File: src/rtl/colour_decoder.sv
// Debounces four colour buttons and emits one 2-bit colour code per press; build with COLOUR_DEC_ERR_EN to reject multi-button presses.
// Latency: colour_valid rises DEBOUNCE_CYCLES+3 edges after btn_in changes (2 sync + capture + DEBOUNCE_CYCLES stable samples).
// Backpressure: colour_valid/colour_code hold until colour_ready; a press arriving while a code is still pending is dropped and sets sticky overrun.
module colour_decoder #(
    parameter int DEBOUNCE_CYCLES = 16
) (
    input  logic       clk,
    input  logic       rst_n,
    input  logic       ena,
    input  logic [3:0] btn_in,
    output logic [1:0] colour_code,
    output logic       colour_valid,
    input  logic       colour_ready,
    output logic       multi_err,
    output logic       overrun
);

    localparam int                 CNT_W    = $clog2(DEBOUNCE_CYCLES);
    localparam logic [CNT_W-1:0]   CNT_LAST = CNT_W'(DEBOUNCE_CYCLES - 1);
    localparam logic [CNT_W-1:0]   CNT_ONE  = CNT_W'(1);

    typedef enum logic [1:0] {
        IDLE     = 2'd0,
        DEBOUNCE = 2'd1,
        PRESSED  = 2'd2,
        RELEASE  = 2'd3
    } state_t;

    typedef struct packed {
        logic [1:0] code;
        logic       valid;
        logic       multi_err;
        logic       overrun;
    } out_t;

    logic [3:0]       sync1_q, sync1_d;
    logic [3:0]       sync2_q, sync2_d;
    state_t           state_q, state_d;
    logic [CNT_W-1:0] cnt_q, cnt_d;
    logic [3:0]       cand_q, cand_d;
    out_t             out_q, out_d;

    logic [3:0] s;
    logic       deb_done;
    logic       err_hit;
    logic       load;
    logic       fire;
    logic [1:0] enc;

    assign sync1_d = btn_in;
    assign sync2_d = sync1_q;
    assign s       = sync2_q;

    // State register: synchronizer, FSM, counter, candidate and output flops.
    always_ff @(posedge clk or negedge rst_n) begin
        if (!rst_n) begin
            sync1_q <= '0;
            sync2_q <= '0;
            state_q <= IDLE;
            cnt_q   <= '0;
            cand_q  <= '0;
            out_q   <= '0;
        end else begin
            sync1_q <= sync1_d;
            sync2_q <= sync2_d;
            state_q <= state_d;
            cnt_q   <= cnt_d;
            cand_q  <= cand_d;
            out_q   <= out_d;
        end
    end

    // Next-state logic; the counter saturates at CNT_LAST because every path
    // that reaches it leaves the counting state or clears it.
    always_comb begin
        state_d  = state_q;
        cnt_d    = cnt_q;
        cand_d   = cand_q;
        deb_done = 1'b0;
        if (!ena) begin
            state_d = IDLE;
            cnt_d   = '0;
        end else begin
            case (state_q)
                IDLE: begin
                    if (s != 4'b0000) begin
                        cand_d  = s;
                        cnt_d   = '0;
                        state_d = DEBOUNCE;
                    end
                end
                DEBOUNCE: begin
                    if (s == 4'b0000) begin
                        state_d = IDLE;
                    end else if (s != cand_q) begin
                        cand_d = s;
                        cnt_d  = '0;
                    end else if (cnt_q == CNT_LAST) begin
                        state_d  = PRESSED;
                        deb_done = 1'b1;
                    end else begin
                        cnt_d = cnt_q + CNT_ONE;
                    end
                end
                PRESSED: begin
                    if (s == 4'b0000) begin
                        cnt_d   = '0;
                        state_d = RELEASE;
                    end
                end
                RELEASE: begin
                    if (s != 4'b0000) begin
                        cnt_d = '0;
                    end else if (cnt_q == CNT_LAST) begin
                        cnt_d   = '0;
                        state_d = IDLE;
                    end else begin
                        cnt_d = cnt_q + CNT_ONE;
                    end
                end
                default: begin
                    state_d = IDLE;
                    cnt_d   = '0;
                end
            endcase
        end
    end

    // Lowest set index wins, so red has the highest priority.
    always_comb begin
        enc = 2'd0;
        for (int i = 3; i >= 0; i--) begin
            if (cand_q[i]) enc = 2'(i);
        end
    end

`ifdef COLOUR_DEC_ERR_EN
    logic is_multi;
    assign is_multi = |(cand_q & (cand_q - 4'd1));
    assign err_hit  = deb_done & is_multi;
`else
    assign err_hit  = 1'b0;
`endif

    assign load = deb_done & ~err_hit;
    assign fire = out_q.valid & colour_ready;

    // Output logic: a load coinciding with a transfer replaces the code,
    // a load against a stalled code is dropped and recorded in overrun.
    always_comb begin
        out_d           = out_q;
        out_d.multi_err = err_hit;
        if (fire) out_d.valid = 1'b0;
        if (!ena) begin
            out_d.valid     = 1'b0;
            out_d.code      = 2'd0;
            out_d.multi_err = 1'b0;
        end else if (load) begin
            if (out_q.valid && !fire) begin
                out_d.overrun = 1'b1;
            end else begin
                out_d.valid = 1'b1;
                out_d.code  = enc;
            end
        end
    end

    assign colour_code  = out_q.code;
    assign colour_valid = out_q.valid;
    assign multi_err    = out_q.multi_err;
    assign overrun      = out_q.overrun;

endmodule

File: config.mk
export PLATFORM = sky130hd
export DESIGN_NAME = colour_decoder
export DESIGN_NICKNAME = d
export VERILOG_FILES = /design/src/rtl/colour_decoder.sv
export SDC_FILE = /design/constraint.sdc
export NUM_CORES = 1
export LEC_CHECK = 0
export BUFFER_PORTS_ARGS = -buffer_cell sky130_fd_sc_hd__buf_4
export CAP_MARGIN = 30
export CORE_UTILIZATION = 40
export DETAILED_ROUTE_END_ITERATION = 8
export HOLD_SLACK_MARGIN = 0.05
export SLEW_MARGIN = 5
export SYNTH_ARGS = -nofsm -noshare
export SYNTH_HDL_FRONTEND = slang
export SYNTH_SLANG_ARGS = --single-unit
File: constraint.sdc
create_clock -name clk -period 2.3 [get_ports clk]
set_input_delay 0.69 -clock clk [delete_from_list [all_inputs] [get_ports clk]]
set_output_delay 0.69 -clock clk [all_outputs]
set_load 0.005 [all_outputs]
==> impl_metrics.toml <==
[clock_tree]
path_clk_slew_ns = 0.12
cts_tree = "built"
clock_sinks = 22
clockBufferDepth = 2
cts_root_buffer = "clkbuf_4"
cts_resized = 0
postCtsHoldBufs = 0
clock_latency_ns = 0.30
numCtsBuffers = 3
h-tree-depth = 1
cts_setup_buffers = 0

[timing]
rsz0062_at_grt = "no"
finalHoldViolCount = 0
fin_skew_ns = 0.00360
totalNegativeSetupSlack_ns = 0
slew_violations = 0
period_share_pct = 86.2
max_freq_mhz = 504
setup_viol = 0
period_needed_ns = 1.98

[route]
drt_wl_total_um = 1700
drtIter0Drc = 17
viasPerCell = 5.51
vias = 694
wl_per_cell_um = 13.5
drc = 0
first_pass_iters = 4
ant_nets = 0

[finish]
drive_above_1_share_pct = 25.5
antennaDiodeCount = 0
fin_area_um2 = 1160
fin_cells = 126
area_delta_synth_final_pct = 17.1
seq_area_um2 = 551
fillCellCount = 209
nNetsFinal = 108
multi_input_area_um2 = 424

[yosys]
synth_edf_count = 0
synth_cell_types = 33
ys_async_sr_fraction_pct = 100
syn_avg_cell_area_um2 = 12.0
yosysSeqAreaShare_pct = 55.4
ys_warn_count = 0
yosys_register_bits = 22
synth_area_um2 = 993
ys.flop_type = "dfrtp_1"
synthCells = 83
syn-num-nets = 92

[die]
coreArea_um2 = 2280
ios = 13
start_util_pct = 43.7
die-area_um2 = 2690
die_x_um = 51.8
die_y_um = 51.8
placementRows = 17

[worst_setup_path]
crit_buf_inv = 0
critical-path-top-delay-family = "simple AND/OR/NAND/NOR gates"
cp.arrival_ns = 2.18
path_cells = "nor4_4 > mux2i_1 > a32o_1 > nor2_1 > a221o_1"
slowest_stage = "nor4_4"
criticalPathCategory = "reg -> reg"
cpPeakStageDelay_ns = 0.45
worst_ep_required_time_ns = 2.50
crit_fanout = 6
end_kind = "register"
worst_setup_path_start_kind = "register"

[placed_design]
gp_congestion = 0.846
placed_cells = 122
dpl_cell_area_um2 = 1110
dp_hpwl_um = 1230
port_buffers = 11

[power]
ir_drop_v = 0.000541
p_leak_nw = 0.532
finalPower_mw = 0.788
powerDensity_nw_per_um2 = 677

[grt]
track_usage_pct = 15.0
grt_pass1_wl_um = 2880
antenna_found_initial = 0
grt_start_max_net_pins = 23
grt_pass1_vias = 647
grt.overflow.total = 0

[min_path]
hold_class = "in -> async"

[status]
status = "finished clean"

[run]
maxCapViolCount = 0
-- layout by cell type (no fill, tap or decap) --
master     instances
a21o_1             1
a21oi_1            3
a221o_1            1
or3_1              1
a41oi_1            1
bufinv_16          1
mux2i_1            1
ha_1               1
and3_1             1
nand2_1            8
nand3b_1           1
a41o_1             1
a31oi_1            1
dfrtp_1           22
buf_4             12
a22o_1             1
nor2b_1            1
o2bb2ai_1          1
conb_1             1
o21ai_0            2
inv_1              3
mux2_2             5
a32o_1             1
nor4_4             2
nand3_1            2
a311oi_1           2
o31ai_2            1
nor4b_1            1
nor2_1             8
a2bb2oi_1          1
nand3_2            1
clkbuf_4           3
a32oi_1            1
xor2_1             4
nand2b_1           1
-- Yosys cell counts (2+ instances only) --
cell type	n	area share, %
a311oi_1	2	1.8
dfrtp_1	22	55
xor2_1	4	3.5
o21ai_0	2	1.0
nand2_1	8	3.0
nor4_4	2	4.3
inv_1	3	1.1
nor2_1	8	3.0
nand3_1	2	1.0
mux2_2	5	5.7
a21oi_1	3	1.5
-- final cells by class --
type                            count  area share, %
Sequential cell                    22           47.3
Multi-Input combinational cell     57           36.5
Timing Repair Buffer               12           7.74
Tap cell                           28           3.01
Clock inverter                      1           2.58
Clock buffer                        3           1.94
Inverter                            3          0.968
-- per-stage QoR --
step | hold WS (ns) | util (%) | setup slack [ns]
3_3_place_gp | 0.332 | 48.8 | 0.347
6_report | 0.243 | 51.1 | 0.317
3_5_place_dp | 0.337 | 48.8 | 0.345
2_1_floorplan | 0.331 | - | 0.480
5_1_grt | 0.243 | 51.1 | 0.164
4_1_cts | 0.246 | 51.1 | 0.337
-- cell families (layout without fill, tap and decap cells) --
logic type | count (synthesis) | in the layout | share of synthesized area (%)
AO/OA/AOI/OAI | 18 | 18 | 14.4
AND/OR/NAND/NOR | 27 | 27 | 16.5
other | 1 | 1 | 0.377
buffers and inverters | 4 | 19 | 1.89
XOR/XNOR | 4 | 4 | 3.53
multiplexers | 6 | 6 | 6.67
adder cells (fa/ha/maj) | 1 | 1 | 1.26
flip-flops | 22 | 22 | 55.4
-- routing by layer --
layer | GRT usage (%) | part of all wire [%] | wire length (um) | vias to the layer above
met4 | 6.76 | 1.2 | 21 | 0
met1 | 18.4 | 46 | 777 | 332
met2 | 23.3 | 47 | 806 | 26
met3 | 5.56 | 5.4 | 92 | 5
met5 | 0 | 0 | 0 | -
li1 | - | - | - | 331
-- worst paths after layout --
path,start,endpoint,slack (ns),cells past startpoint
setup / recovery,s[0],cnt_q[3],0.32,5
hold / removal,rst_n,cand_q[1],0.24,1
setup reg to reg,s[0],cnt_q[3],0.32,5
hold reg to reg,sync1_q[2],s[2],0.36,0
max in group asynchronous,rst_n,cand_q[2],1.84,1
min in group clk,sync1_q[2],s[2],0.36,0
-- power breakdown --
part           switching [mW]  total (mW)  internal (mW)
Clock                   0.111       0.287          0.176
Sequential             0.0200       0.425          0.405
Combinational          0.0406      0.0758         0.0352
-- flip-flops by register name, summed over array words and instances (netlist names) --
signal,cells
colour_code,2
cnt_q,4
state_q,2
cand_q,4
colour_valid,1
overrun,1
s,4
sync1_q,4
-- worst reg2reg max path: cells and delay by family (launching register included) --
kind            cells  cell delay, ns
flops               1            0.44
compound gates      2            0.54
simple gates        2            0.54
mux                 1            0.36
No activity file was read; power rests on OpenSTA's default activity.
